<file path="src/rtl/regfile_sb_if.sv">
// Register-file bus: operand read ports, issue (mark busy) and writeback (commit) channels.
// ready gates everything: while ready=0 iss_en/wb_en are ignored and reads return 0; otherwise there is no backpressure.
interface regfile_sb_if #(
  parameter int XLEN = 32,
  parameter int AW   = 5,
  parameter int NRP  = 2
);
  logic                 ready;
  logic [NRP*AW-1:0]    rd_addr;
  logic [NRP*XLEN-1:0]  rd_data;
  logic [NRP-1:0]       rd_busy;
  logic                 iss_en;
  logic [AW-1:0]        iss_addr;
  logic                 wb_en;
  logic [AW-1:0]        wb_addr;
  logic [XLEN-1:0]      wb_data;

  modport master (
    input  ready, rd_data, rd_busy,
    output rd_addr, iss_en, iss_addr, wb_en, wb_addr, wb_data
  );

  modport slave (
    output ready, rd_data, rd_busy,
    input  rd_addr, iss_en, iss_addr, wb_en, wb_addr, wb_data
  );
endinterface

</file>
<file path="src/rtl/regfile_sb.sv">
// Multi-read-port register file with per-register busy scoreboard.
// Contents are cleared by a post-reset sweep, one entry per cycle, so the array needs no reset.
module regfile_sb #(
  parameter int  XLEN     = 32,
  parameter int  NREGS    = 32,
  parameter int  NRP      = 2,
  parameter int  ZERO_REG = 1,
  parameter int  BYPASS   = 1,
  localparam int AW       = $clog2(NREGS)
) (
  input  logic         clk,
  input  logic         rst_n,
  regfile_sb_if.slave  bus,
  output logic         state_dbg
);

  typedef enum logic {S_INIT = 1'b0, S_RUN = 1'b1} state_t;

  state_t            state_q, state_d;
  logic [AW-1:0]     ptr_q, ptr_d;
  logic [XLEN-1:0]   mem [NREGS];
  logic [NREGS-1:0]  busy_q, busy_d;
  logic              run;
  logic              wb_ok;
  logic              iss_ok;

  assign run       = (state_q == S_RUN);
  assign state_dbg = state_q;
  assign bus.ready = run;

  // Register 0 swallows writes and issues when hardwired to zero.
  assign wb_ok  = run && bus.wb_en  && !((ZERO_REG != 0) && (bus.wb_addr  == '0));
  assign iss_ok = run && bus.iss_en && !((ZERO_REG != 0) && (bus.iss_addr == '0));

  always_comb begin
    state_d = state_q;
    ptr_d   = ptr_q;
    if (state_q == S_INIT) begin
      ptr_d = ptr_q + 1'b1;
      if (ptr_q == AW'(NREGS - 1)) state_d = S_RUN;
    end
  end

  always_ff @(posedge clk) begin
    if (!rst_n) begin
      state_q <= S_INIT;
      ptr_q   <= '0;
    end else begin
      state_q <= state_d;
      ptr_q   <= ptr_d;
    end
  end

  // Single write port shared by the init sweep and writeback.
  always_ff @(posedge clk) begin
    if (rst_n) begin
      if (!run)       mem[ptr_q]       <= '0;
      else if (wb_ok) mem[bus.wb_addr] <= bus.wb_data;
    end
  end

  // Issue is applied after writeback so a same-address new producer keeps the bit set.
  always_comb begin
    busy_d = busy_q;
    if (wb_ok)  busy_d[bus.wb_addr]  = 1'b0;
    if (iss_ok) busy_d[bus.iss_addr] = 1'b1;
  end

  always_ff @(posedge clk) begin
    if (!rst_n) busy_q <= '0;
    else        busy_q <= busy_d;
  end

  for (genvar i = 0; i < NRP; i++) begin : g_rd
    logic [AW-1:0]   a;
    logic            hit;
    logic [XLEN-1:0] d;
    logic            b;

    assign a   = bus.rd_addr[i*AW +: AW];
    assign hit = (BYPASS != 0) && wb_ok && (bus.wb_addr == a);

    always_comb begin
      d = '0;
      b = 1'b0;
      if (run && !((ZERO_REG != 0) && (a == '0))) begin
        if (hit) begin
          d = bus.wb_data;
        end else begin
          d = mem[a];
          b = busy_q[a];
        end
      end
    end

    assign bus.rd_data[i*XLEN +: XLEN] = d;
    assign bus.rd_busy[i]              = b;
  end

endmodule

</file>
<file path="src/flat_wrapper.sv">
// flat-port wrapper written by rule: the top's interface ports become plain ports
module regfile_sb_flat 
#(
  parameter int  XLEN     = 32,
  parameter int  NREGS    = 32,
  parameter int  NRP      = 2,
  parameter int  ZERO_REG = 1,
  parameter int  BYPASS   = 1,
  localparam int AW       = $clog2(NREGS)
)
  (clk, rst_n, state_dbg, bus_ready, bus_rd_data, bus_rd_busy, bus_rd_addr, bus_iss_en, bus_iss_addr, bus_wb_en, bus_wb_addr, bus_wb_data);
  regfile_sb_if #(.XLEN(XLEN), .AW(5), .NRP(NRP)) bus_i ();
  input  logic clk;
  input  logic rst_n;
  output logic state_dbg;
  output wire logic [$bits(bus_i.ready)-1:0] bus_ready;
  output wire logic [$bits(bus_i.rd_data)-1:0] bus_rd_data;
  output wire logic [$bits(bus_i.rd_busy)-1:0] bus_rd_busy;
  input wire logic [$bits(bus_i.rd_addr)-1:0] bus_rd_addr;
  input wire logic [$bits(bus_i.iss_en)-1:0] bus_iss_en;
  input wire logic [$bits(bus_i.iss_addr)-1:0] bus_iss_addr;
  input wire logic [$bits(bus_i.wb_en)-1:0] bus_wb_en;
  input wire logic [$bits(bus_i.wb_addr)-1:0] bus_wb_addr;
  input wire logic [$bits(bus_i.wb_data)-1:0] bus_wb_data;
  assign bus_ready = bus_i.ready;
  assign bus_rd_data = bus_i.rd_data;
  assign bus_rd_busy = bus_i.rd_busy;
  assign bus_i.rd_addr = bus_rd_addr;
  assign bus_i.iss_en = bus_iss_en;
  assign bus_i.iss_addr = bus_iss_addr;
  assign bus_i.wb_en = bus_wb_en;
  assign bus_i.wb_addr = bus_wb_addr;
  assign bus_i.wb_data = bus_wb_data;
  regfile_sb #(.XLEN(XLEN), .NREGS(NREGS), .NRP(NRP), .ZERO_REG(ZERO_REG), .BYPASS(BYPASS)) u_core (.clk(clk), .rst_n(rst_n), .bus(bus_i), .state_dbg(state_dbg));
endmodule
</file>
<file path="config.mk">
export PLATFORM = sky130hd
export DESIGN_NAME = regfile_sb_flat
export DESIGN_NICKNAME = d
export VERILOG_FILES = /design/src/rtl/regfile_sb_if.sv /design/src/rtl/regfile_sb.sv /design/src/flat_wrapper.sv
export SDC_FILE = /design/constraint.sdc
export NUM_CORES = 1
export LEC_CHECK = 0
export ABC_AREA = 1
export CELL_PAD_IN_SITES_DETAIL_PLACEMENT = 1
export CELL_PAD_IN_SITES_GLOBAL_PLACEMENT = 2
export CORE_MARGIN = 2
export CORE_UTILIZATION = 40
export CTS_CLUSTER_DIAMETER = 120
export CTS_CLUSTER_SIZE = 30
export DETAILED_ROUTE_END_ITERATION = 6
export GPL_ROUTABILITY_DRIVEN = 1
export HOLD_SLACK_MARGIN = 0.03
export PLACE_DENSITY_LB_ADDON = 0.1
export SYNTH_ARGS = -nofsm -noshare
export SYNTH_HDL_FRONTEND = slang
export SYNTH_SLANG_ARGS = --single-unit
</file>
<file path="constraint.sdc">
create_clock -name clk -period 4.65 [get_ports clk]
set_input_delay 0.6975 -clock clk [delete_from_list [all_inputs] [get_ports clk]]
set_output_delay 0.6975 -clock clk [all_outputs]
set_load 0.02 [all_outputs]
</file>
==> out/metrics.csv <==
stage;metric;value;unit
power_and_ir_drop;LEAKAGE;21.5;nW
timing;Max Transition Viols Final;0;
clock_network;post-cts hold buffer count;0;
floorplanning;DIE WIDTH;372;µm
clock_network;CTS sink cnt;1062;
floorplanning;placement row count;134;
worst_setup_path;startpoint types;input pin;
clock_network;setup repair bufs after CTS;0;
cells_and_area;commonest non-fill, non-tap cell in the layout;nand2_1;
drt;DR vias/cell;6.03;
place;Port Buffers;123;
drt;Vias;46800;
timing;post-route minimum period;4.22;ns
power_and_ir_drop;Seq pwr share;59.7;%
worst_setup_path;CP Capture Type;output pin;
worst_setup_path;Crit Reg-Reg Endpoint;u_core.mem[8][11]$_DFFE_PP_;
power_and_ir_drop;Peak supply drop;0.393;mV
worst_setup_path;flop-to-flop setup slack;1.80;ns
min_path;min-delay src;u_core.busy_q[0]$_SDFF_PN0_;
timing;total negative slack;0;ns
synth;Netlist Area Pre-Place;54100;µm²
power_and_ir_drop;switching share of power;27.1;%
place;GP Congestion;0.839;
power_and_ir_drop;PwrDens;290;nW/µm²
drt;Residual DRC;0;
cells_and_area;# fillers;15300;
place;DP HPWL;138000;µm
timing;final setup fails;0;
timing;clk_skew;0.0221;ns
floorplanning;I/O pins;124;
timing;worst setup margin;0.426;ns
timing;period utilization;90.8;%
min_path;Hold Crit Class;reg -> reg;
flow_run;Max-Cap Viols;0;
clock_network;worst skew pair latency;0.70;ns
grt;largest net degree at the start of global routing;140;
drt;WL per Instance;29.3;µm
worst_setup_path;crit path kind;in -> out;
power_and_ir_drop;Combinational Power Share;12.1;%
drt;wirelength, routed;227000;µm
worst_setup_path;Max FO, Critical Path;14;
status;status;finished clean;
worst_setup_path;cells on worst reg2reg path;9;
worst_setup_path;Critical Path RT;3.95;ns
floorplanning;Vert. Die Dim;372;µm
cells_and_area;ratio of cells with drive above 1 in the final layout;6.84;%
synth;post-synthesis sequential element count;1062;
floorplanning;Initial Util;40.4;%
drt;Pre-antenna DRT Iters;5;
synth;gate count of the mapped netlist;6009;
worst_setup_path;critical-path cell list;clkdlybuf4s50_1 > nor3_4 > nand2_2 > nand2_4 > inv_4 > a21oi_4 > buf_4 > nand3_1 > nand2_1 > clkdlybuf4s50_1;
power_and_ir_drop;Power Internal;12.7;mW
worst_setup_path;reg-to-reg startpoint;u_core.bus.ready$_SDFF_PN0_;
grt;vias in the first global route;46000;
cells_and_area;footprint of the multi-input gates;19400;µm²
floorplanning;core area;134000;µm²
grt;GRT overflow;0;
clock_network;Num CTS Buffers;42;
worst_setup_path;buffers and inverters on the worst path;4;
clock_network;clock buffer depth;3;
place;pre-CTS setup slack;0.459;ns
timing;Fin. Hold Viols;0;
drt;Routed Antenna Nets;0;
min_path;Hold Path End;u_core.busy_q[0]$_SDFF_PN0_;
clock_network;H-tree levels;2;
worst_setup_path;cell mode on critical path;clkdlybuf4s50_1;
grt;first-pass GRT wire length;326000;µm
worst_setup_path;slowest CP cell;clkdlybuf4s50_1;
min_path;hold path cells;2;
synth;Syn Nets;6067;
timing;unrepaired setup endpoints after global routing;false;
power_and_ir_drop;part of the power in the clock network;28.2;%
grt;GR Util All Layers;32.4;%
cells_and_area;Final Net Count;6045;
cells_and_area;register area;31500;µm²
clock_network;CTS tree;yes;
timing;Relative slew margins;41.4;%
clock_network;Root Driver;clkbuf_16;
synth;sequential share of the synthesized area;58.2;%
clock_network;Worst-path clk slew;0.11;ns
worst_setup_path;CP arrival;3.53;ns
drt;initial DRC count;5124;
synth;syn avg cell area;9.00;µm²
timing;Worst Tran Pin Value;0.880;ns
worst_setup_path;cell family with most CP delay;buffers and inverters;
synth;Netlist cell types;39;
grt;initial antenna violation count;10;
timing;f_max;237;MHz
cells_and_area;most frequent cells in the layout;nand2_1 (1326), edfxtp_1 (1024), o21ai_0 (720);
cells_and_area;number of diodes;0;
cells_and_area;Area Overhead vs Synth;11.0;%
clock_network;post-cts resize count;0;
floorplanning;die area;138000;µm²
synth;Yosys warnings;0;
worst_setup_path;biggest cell delay along the critical path;0.64;ns
power_and_ir_drop;Net Sw Power;4.72;mW
## final cells by class
cell class / count / share of cell area (%)
Tap cell: 1768 / 3.68
Clock buffer: 44 / 1.80
Inverter: 382 / 2.44
Multi-Input combinational cell: 4114 / 32.3
Clock inverter: 8 / 0.131
Sequential cell: 1062 / 52.5
Timing Repair Buffer: 385 / 7.15
## cell usage after synthesis, drive strengths merged
cell | count | area share, %
a21boi | 4 | 0.056
a21oi | 491 | 4.6
a31oi | 3 | 0.035
buf | 263 | 2.5
clkbuf | 188 | 1.3
clkinv | 1 | 0.0069
dfxtp | 38 | 1.4
edfxtp | 1024 | 57
ha | 2 | 0.046
inv | 381 | 2.6
nand2 | 1336 | 9.3
nand3 | 579 | 5.4
nand3b | 37 | 0.51
nand4 | 6 | 0.069
nor2 | 615 | 4.3
nor3 | 29 | 0.31
nor3b | 1 | 0.014
nor4 | 1 | 0.023
o211ai | 249 | 3.5
o21ai | 743 | 6.9
o22ai | 6 | 0.069
o31ai | 1 | 0.014
or2 | 5 | 0.058
xnor2 | 4 | 0.065
xor2 | 2 | 0.032
## per-layer routing
metal	global-route usage, %	vias up	part of all wire, %
met5	0	-	0.017
li1	-	20700	-
met2	51.7	1850	46
met4	9.09	6	2.9
met3	3.25	312	7.0
met1	46.8	24000	44
## through the flow
step	cell area (µm²)	instances	util (%)	hold WS (ns)	power (mW)
after floorplan	54100	6009	-	0.420	11.8
after global placement	58900	7710	44.0	0.433	12.7
after detailed placement	58900	7711	44.0	0.437	12.7
after CTS	60100	7763	44.9	0.454	17.5
after global routing	60100	7763	44.9	0.484	17.9
final	60100	7763	44.9	0.453	17.4
## flip-flops by register name, indices dropped and copies added, names as in the netlist
register / cells
u_core.mem: 1024
u_core.busy_q: 32
u_core.ptr_q: 5
u_core.bus.ready: 1
## power by group through the flow
stage	clock (mW)	sequential, mW	combinational, mW
final	4.92	10.4	2.11
after detailed placement	0	10.6	2.08
after CTS	4.98	10.4	2.08
after global placement	0	10.6	2.06
after global routing	5.22	10.4	2.26
after floorplan	0	10.6	1.16
## worst max path at each step
stage / cells past startpoint / to / slack [ns] / start
after floorplan: 11 / u_core.mem[10][0]$_DFFE_PP_ / 1.02 / bus_wb_addr[3]
after global placement: 9 / bus_rd_data[51] / 0.47 / bus_wb_addr[1]
after detailed placement: 10 / bus_rd_data[48] / 0.46 / bus_wb_addr[4]
after CTS: 10 / bus_rd_data[48] / 0.45 / bus_wb_addr[4]
after global routing: 9 / bus_rd_data[51] / 0.31 / bus_wb_addr[1]
final: 10 / bus_rd_data[48] / 0.43 / bus_wb_addr[4]
## worst register-to-register path, cell delays in order (launching register included)
cell and delay (ns):
dfxtp_1 0.35, nand2_1 0.06, inv_2 0.11, nand2_4 0.09
inv_4 0.19, nand2_4 0.25, o21ai_2 0.35, nand3_1 0.51
nor2_4 0.30, buf_12 0.30
## cells by family after synthesis
| family | count (synthesis) | share of synthesized area (%) |
|---|---|---|
| AND/OR/NAND/NOR | 2609 | 20.0 |
| AO/OA/AOI/OAI | 1497 | 15.1 |
| flip-flops | 1062 | 58.2 |
| buffers and inverters | 833 | 6.46 |
| XOR/XNOR | 6 | 0.0971 |
| adder cells (fa/ha/maj) | 2 | 0.0462 |
Note: power is estimated with default switching activity, not from simulation.
